File: config.mk
export PLATFORM = sky130hd
export DESIGN_NAME = pulse_channel
export DESIGN_NICKNAME = d
export VERILOG_FILES = /design/src/rtl/pulse_channel.sv
export SDC_FILE = /design/constraint.sdc
export NUM_CORES = 1
export LEC_CHECK = 0
export ABC_AREA = 1
export CORE_MARGIN = 2
export CORE_UTILIZATION = 25
export DETAILED_ROUTE_END_ITERATION = 6
export GPL_TIMING_DRIVEN = 0
export PLACE_DENSITY_LB_ADDON = 0.12
export SKIP_CTS_REPAIR_TIMING = 1
export SLEW_MARGIN = 40
export SYNTH_ARGS = -nofsm -noshare
export SYNTH_HDL_FRONTEND = slang
export SYNTH_SLANG_ARGS = --single-unit
File: constraint.sdc
create_clock -name clk -period 5.1 [get_ports clk]
set_input_delay 0.765 -clock clk [delete_from_list [all_inputs] [get_ports clk]]
set_output_delay 0.765 -clock clk [all_outputs]
set_load 0.005 [all_outputs]
File: src/rtl/pulse_channel.sv
// rtl/pulse_channel.sv - square-wave pulse channel: duty sequencer, frequency timer, length counter
module pulse_channel (
  input  logic       clk,
  input  logic       reset,
  input  logic       slow_clk_en,
  input  logic       cpu_en,
  input  logic       clk1m_en,
  input  logic       clk256_en,
  input  logic [7:0] wr_data,
  input  logic       nr21_write,
  input  logic       nr23_write,
  input  logic       nr24_write,
  input  logic       dac_en,
  input  logic [3:0] amp,
  output logic       init,
  output logic       active,
  output logic [3:0] sample,
  output logic [7:0] nr21_rd,
  output logic [7:0] nr24_rd
);

  logic [1:0]  duty_q, duty_d;
  logic [10:0] freq_q, freq_d;
  logic        len_en_q, len_en_d;
  logic [6:0]  len_cnt_q, len_cnt_d;
  logic [10:0] timer_q, timer_d;
  logic [2:0]  step_q, step_d;
  logic        active_q, active_d;

  logic wr21, wr23, wr24, trig;
  logic tick_1m, tick_len;
  logic [7:0] pattern;
  logic       duty_bit;

  assign wr21     = cpu_en & nr21_write;
  assign wr23     = cpu_en & nr23_write;
  assign wr24     = cpu_en & nr24_write;
  assign trig     = wr24 & wr_data[7];
  assign tick_1m  = slow_clk_en & clk1m_en;
  assign tick_len = slow_clk_en & clk256_en & len_en_q & (len_cnt_q != 7'd0);

  // Waveform lookup: bit index is the duty step.
  always_comb begin
    pattern = 8'b1000_0000;
    case (duty_q)
      2'd0: pattern = 8'b1000_0000;
      2'd1: pattern = 8'b1000_0001;
      2'd2: pattern = 8'b1110_0001;
      2'd3: pattern = 8'b0111_1110;
      default: pattern = 8'b1000_0000;
    endcase
  end

  assign duty_bit = pattern[step_q];

  // Next-state: register writes, timer/step, length counter and channel enable.
  always_comb begin
    duty_d    = duty_q;
    freq_d    = freq_q;
    len_en_d  = len_en_q;
    len_cnt_d = len_cnt_q;
    timer_d   = timer_q;
    step_d    = step_q;
    active_d  = active_q;

    if (wr21) duty_d = wr_data[7:6];
    if (wr23) freq_d[7:0] = wr_data;
    if (wr24) begin
      freq_d[10:8] = wr_data[2:0];
      len_en_d     = wr_data[6];
    end

    // A length tick loses to both a length load and a trigger.
    if (tick_len && !trig && !wr21) len_cnt_d = len_cnt_q - 7'd1;
    if (wr21) len_cnt_d = 7'd64 - {1'b0, wr_data[5:0]};
    if (trig && (len_cnt_d == 7'd0)) len_cnt_d = 7'd64;

    // 2048 - freq in 11 bits is the two's complement of freq.
    if (trig) begin
      timer_d = 11'd0 - freq_d;
    end else if (tick_1m) begin
      if (timer_q == 11'd1) begin
        timer_d = 11'd0 - freq_q;
        step_d  = step_q + 3'd1;
      end else begin
        timer_d = timer_q - 11'd1;
      end
    end

    if (trig) begin
      active_d = dac_en;
    end else if (!dac_en) begin
      active_d = 1'b0;
    end else if (tick_len && !wr21 && (len_cnt_q == 7'd1)) begin
      active_d = 1'b0;
    end else if (len_en_q && (len_cnt_q == 7'd0)) begin
      active_d = 1'b0;
    end
  end

  // State registers with synchronous reset taking priority over everything.
  always_ff @(posedge clk) begin
    if (reset) begin
      duty_q    <= 2'd0;
      freq_q    <= 11'd0;
      len_en_q  <= 1'b0;
      len_cnt_q <= 7'd0;
      timer_q   <= 11'd0;
      step_q    <= 3'd0;
      active_q  <= 1'b0;
    end else begin
      duty_q    <= duty_d;
      freq_q    <= freq_d;
      len_en_q  <= len_en_d;
      len_cnt_q <= len_cnt_d;
      timer_q   <= timer_d;
      step_q    <= step_d;
      active_q  <= active_d;
    end
  end

  assign init    = trig & ~reset;
  assign active  = active_q;
  assign sample  = (active_q & duty_bit) ? amp : 4'h0;
  assign nr21_rd = {duty_q, 6'h3F};
  assign nr24_rd = {1'b1, len_en_q, 6'h3F};

endmodule

==> summary.txt <==
Worst setup path
  • Crit-path cells: clkdlybuf4s50_1, nand2_2, inv_4, nand2_8, buf_6, clkbuf_1, nor2_1, clkdlybuf4s50_1
  • Crit path launch type: input port
  • Crit path top cell by count: clkdlybuf4s50_1
  • Max incr delay on CP: 570 ps
  • Worst Setup Path Type: input port to output port
  • Critical Path RT: 4340 ps
  • Crit end category: output port
  • Maximum net fanout on the critical path: 10
  • Worst EP arrival: 2850 ps
  • Worst Path Buf+Inv: 5
  • Slowest cell on the critical path: clkdlybuf4s50_1
  • Critical path's top delay family: buffers and inverters

STA
  • Actual slew at the worst max-slew pin: 582 ps
  • Fin crit share: 70.8%
  • Slew headroom: 61.2%
  • Final setup viols: 0
  • RSZ-0062 raised after global routing: no
  • Min Tclk post-route: 3610 ps
  • Maximum clock rate: 0.277 GHz
  • Min Hold Slack: 508 ps
  • Final hold violation count: 0
  • Final Skew: 4.90 ps
  • Setup WS post-layout: 1490 ps
  • Fin Setup TNS: 0 ps
  • Max Slew Vio Count: 0

Yosys
  • Seq/Total Area, Yosys: 23.6%
  • Main flop type after synthesis: dfxtp_1
  • Syn. warnings: 0
  • Top post-synthesis cells by area: dfxtp_1, nand2_1, inv_1
  • Commonest cells in the netlist: nand2_1, inv_1, nor2_1
  • Ys async rst share: 0%
  • Synth unique cells: 45
  • Post-synth top area share: 23.6%
  • Synthesis-stage register bit count: 36
  • Cell Area, Synth: 3060 sq um
  • Largest area contributor in the netlist: dfxtp_1
  • Post-synth EDFFs: 0
  • Cells after Synth: 450
  • Avg Inst Size Synth: 6.79 sq um
  • Most numerous cell in the Yosys netlist: nand2_1

Pwr
  • Leak Pwr: 1.68 nW
  • Maximum VDD drop: 106 uV
  • Seq pwr share: 34.1%
  • Net Sw Power: 315 uW
  • Total Power: 934 uW
  • Cell Pwr Density: 250 nW/um^2
  • Pint: 619 uW
  • Clk pwr share: 35.0%
  • Sw frac: 33.7%
  • Gate power share: 31.0%

Detailed routing
  • DR DRC count: 0
  • Final ANT Viol Nets: 0
  • Via count: 2896
  • DR WL/cell: 13.4 microns
  • Drt pass-1 iters: 5
  • Final WL: 8670 microns
  • Vias per inst: 4.48
  • Drt first-iter violations: 92

Global routing
  • First-pass GRT wire length: 14400 microns
  • Grt ovf: 0
  • Vias in the first global route: 2894
  • Largest net degree at the start of global routing: 11
  • Initial antenna violation count: 0
  • GRT Util Overall: 14.0%

Place
  • HPWL Detailed: 6950 microns
  • DP Worst Slack: 1410 ps
  • Placer Congestion: 0.851
  • I/O Buffers: 30

Clocking
  • Clock latency on the worst-skew pair: 280 ps
  • H-Tree Level Count: 2
  • CTS tree: built
  • Clock sink total: 36
  • Total CTS buffers: 5
  • CTS max path bufs: 2
  • Worst-path clk slew: 50 ps
  • CTS Root Cell: clkbuf_16

Floorplanning
  • Initial Util: 25.6%
  • IO Count: 44
  • Die Width: 115 microns
  • Die height: 115 microns
  • DIE AREA: 13100 sq um
  • Core area: 12000 sq um
  • Row count: 40

Layout
  • Fin nets: 534
  • Layout cell share with drive strength beyond 1: 15.6%
  • Antenna Cells: 0
  • Layout area overhead: 22.3%

Worst hold path
  • Min-delay worst type: register to register

Job
  • Number of max-cap violations: 0

Status
  • Status: finished, final reports clean
-- cell families after synthesis --
| kind of cell | count (synthesis) | share of synthesized area [%] |
|---|---|---|
| adders and majority gates | 13 | 5.32 |
| xor gates and xnor gates | 14 | 4.01 |
| buffers and inverters | 84 | 12.9 |
| DFF | 36 | 23.6 |
| and+or+nand+nor | 229 | 37.7 |
| AOI/OAI and AO/OA | 73 | 16.3 |
| other | 1 | 0.123 |
-- metal layers --
layer  wire [microns]  vias up  GRT usage [%]
met4               97        0           3.50
met2             3790       50           22.4
met3              317        6           1.91
li1                 -     1542              -
met1             4470     1298           19.7
met5                0        -              0
-- worst reg2reg max path, stage by stage (launching register included) --
cell and delay [ps]:
dfxtp_1 330, inv_1 90, ha_1 220, nand2_1 80
nor2_1 100, nand3_1 140, nor2_4 270, inv_1 180
a21oi_1 130, o21ai_0 100, nand2_1 80, o21ai_0 70
a21oi_1 150
-- layout make-up --
cell class	instances	area, sq um
plain buffers	21	149
clock buffers	7	153
fillers	1329	8220
inverters	63	246
multi-input cells	342	1990
flip-flops and latches	36	721
well taps	147	184
repair buffers	30	300
-- sequential cells by signal (all words and copies together) (netlist names) --
name,cells
len_cnt_q,7
freq_q,11
len_en_q,1
active,1
timer_q,11
duty_q,2
step_q,3
-- power groups by stage --
stage | logic, mW | registers, mW | clock network [mW]
after floorplan | 0.214 | 0.320 | 0
after global placement | 0.289 | 0.324 | 0
after detailed placement | 0.290 | 0.324 | 0
after CTS | 0.291 | 0.318 | 0.336
after global routing | 0.328 | 0.321 | 0.346
final | 0.289 | 0.318 | 0.327
-- through the flow --
step           utilization [%]  area [sq um]  cells
2_1_floorplan                -          3100    462
3_3_place_gp              30.0          3590    639
3_5_place_dp              30.0          3590    639
4_1_cts                   31.3          3740    646
5_1_grt                   31.3          3740    646
6_report                  31.3          3740    646
-- worst paths after layout --
kind	from	to	slack [ps]	cells past startpoint
setup / recovery	cpu_en	init	1490	8
hold / removal	step_q[2]$_SDFFE_PP0P_	step_q[2]$_SDFFE_PP0P_	510	2
setup reg to reg	timer_q[1]$_SDFFE_PP0P_	timer_q[7]$_SDFFE_PP0P_	3090	12
hold reg to reg	step_q[2]$_SDFFE_PP0P_	step_q[2]$_SDFFE_PP0P_	510	2
-- placed cells by master, fill, tap and decap left out, types with 11 or more instances in the layout --
cell	synthesis	final
nand3_1	36	36
xor2_1	11	11
clkdlybuf4s50_1	0	30
nand4_1	12	12
nand2_1	85	85
buf_4	14	14
ha_1	13	13
inv_1	58	58
o21ai_0	28	28
a21oi_1	16	16
nor2_1	49	49
conb_1	1	13
dfxtp_1	36	36
Note: power is estimated with default switching activity, not from simulation.
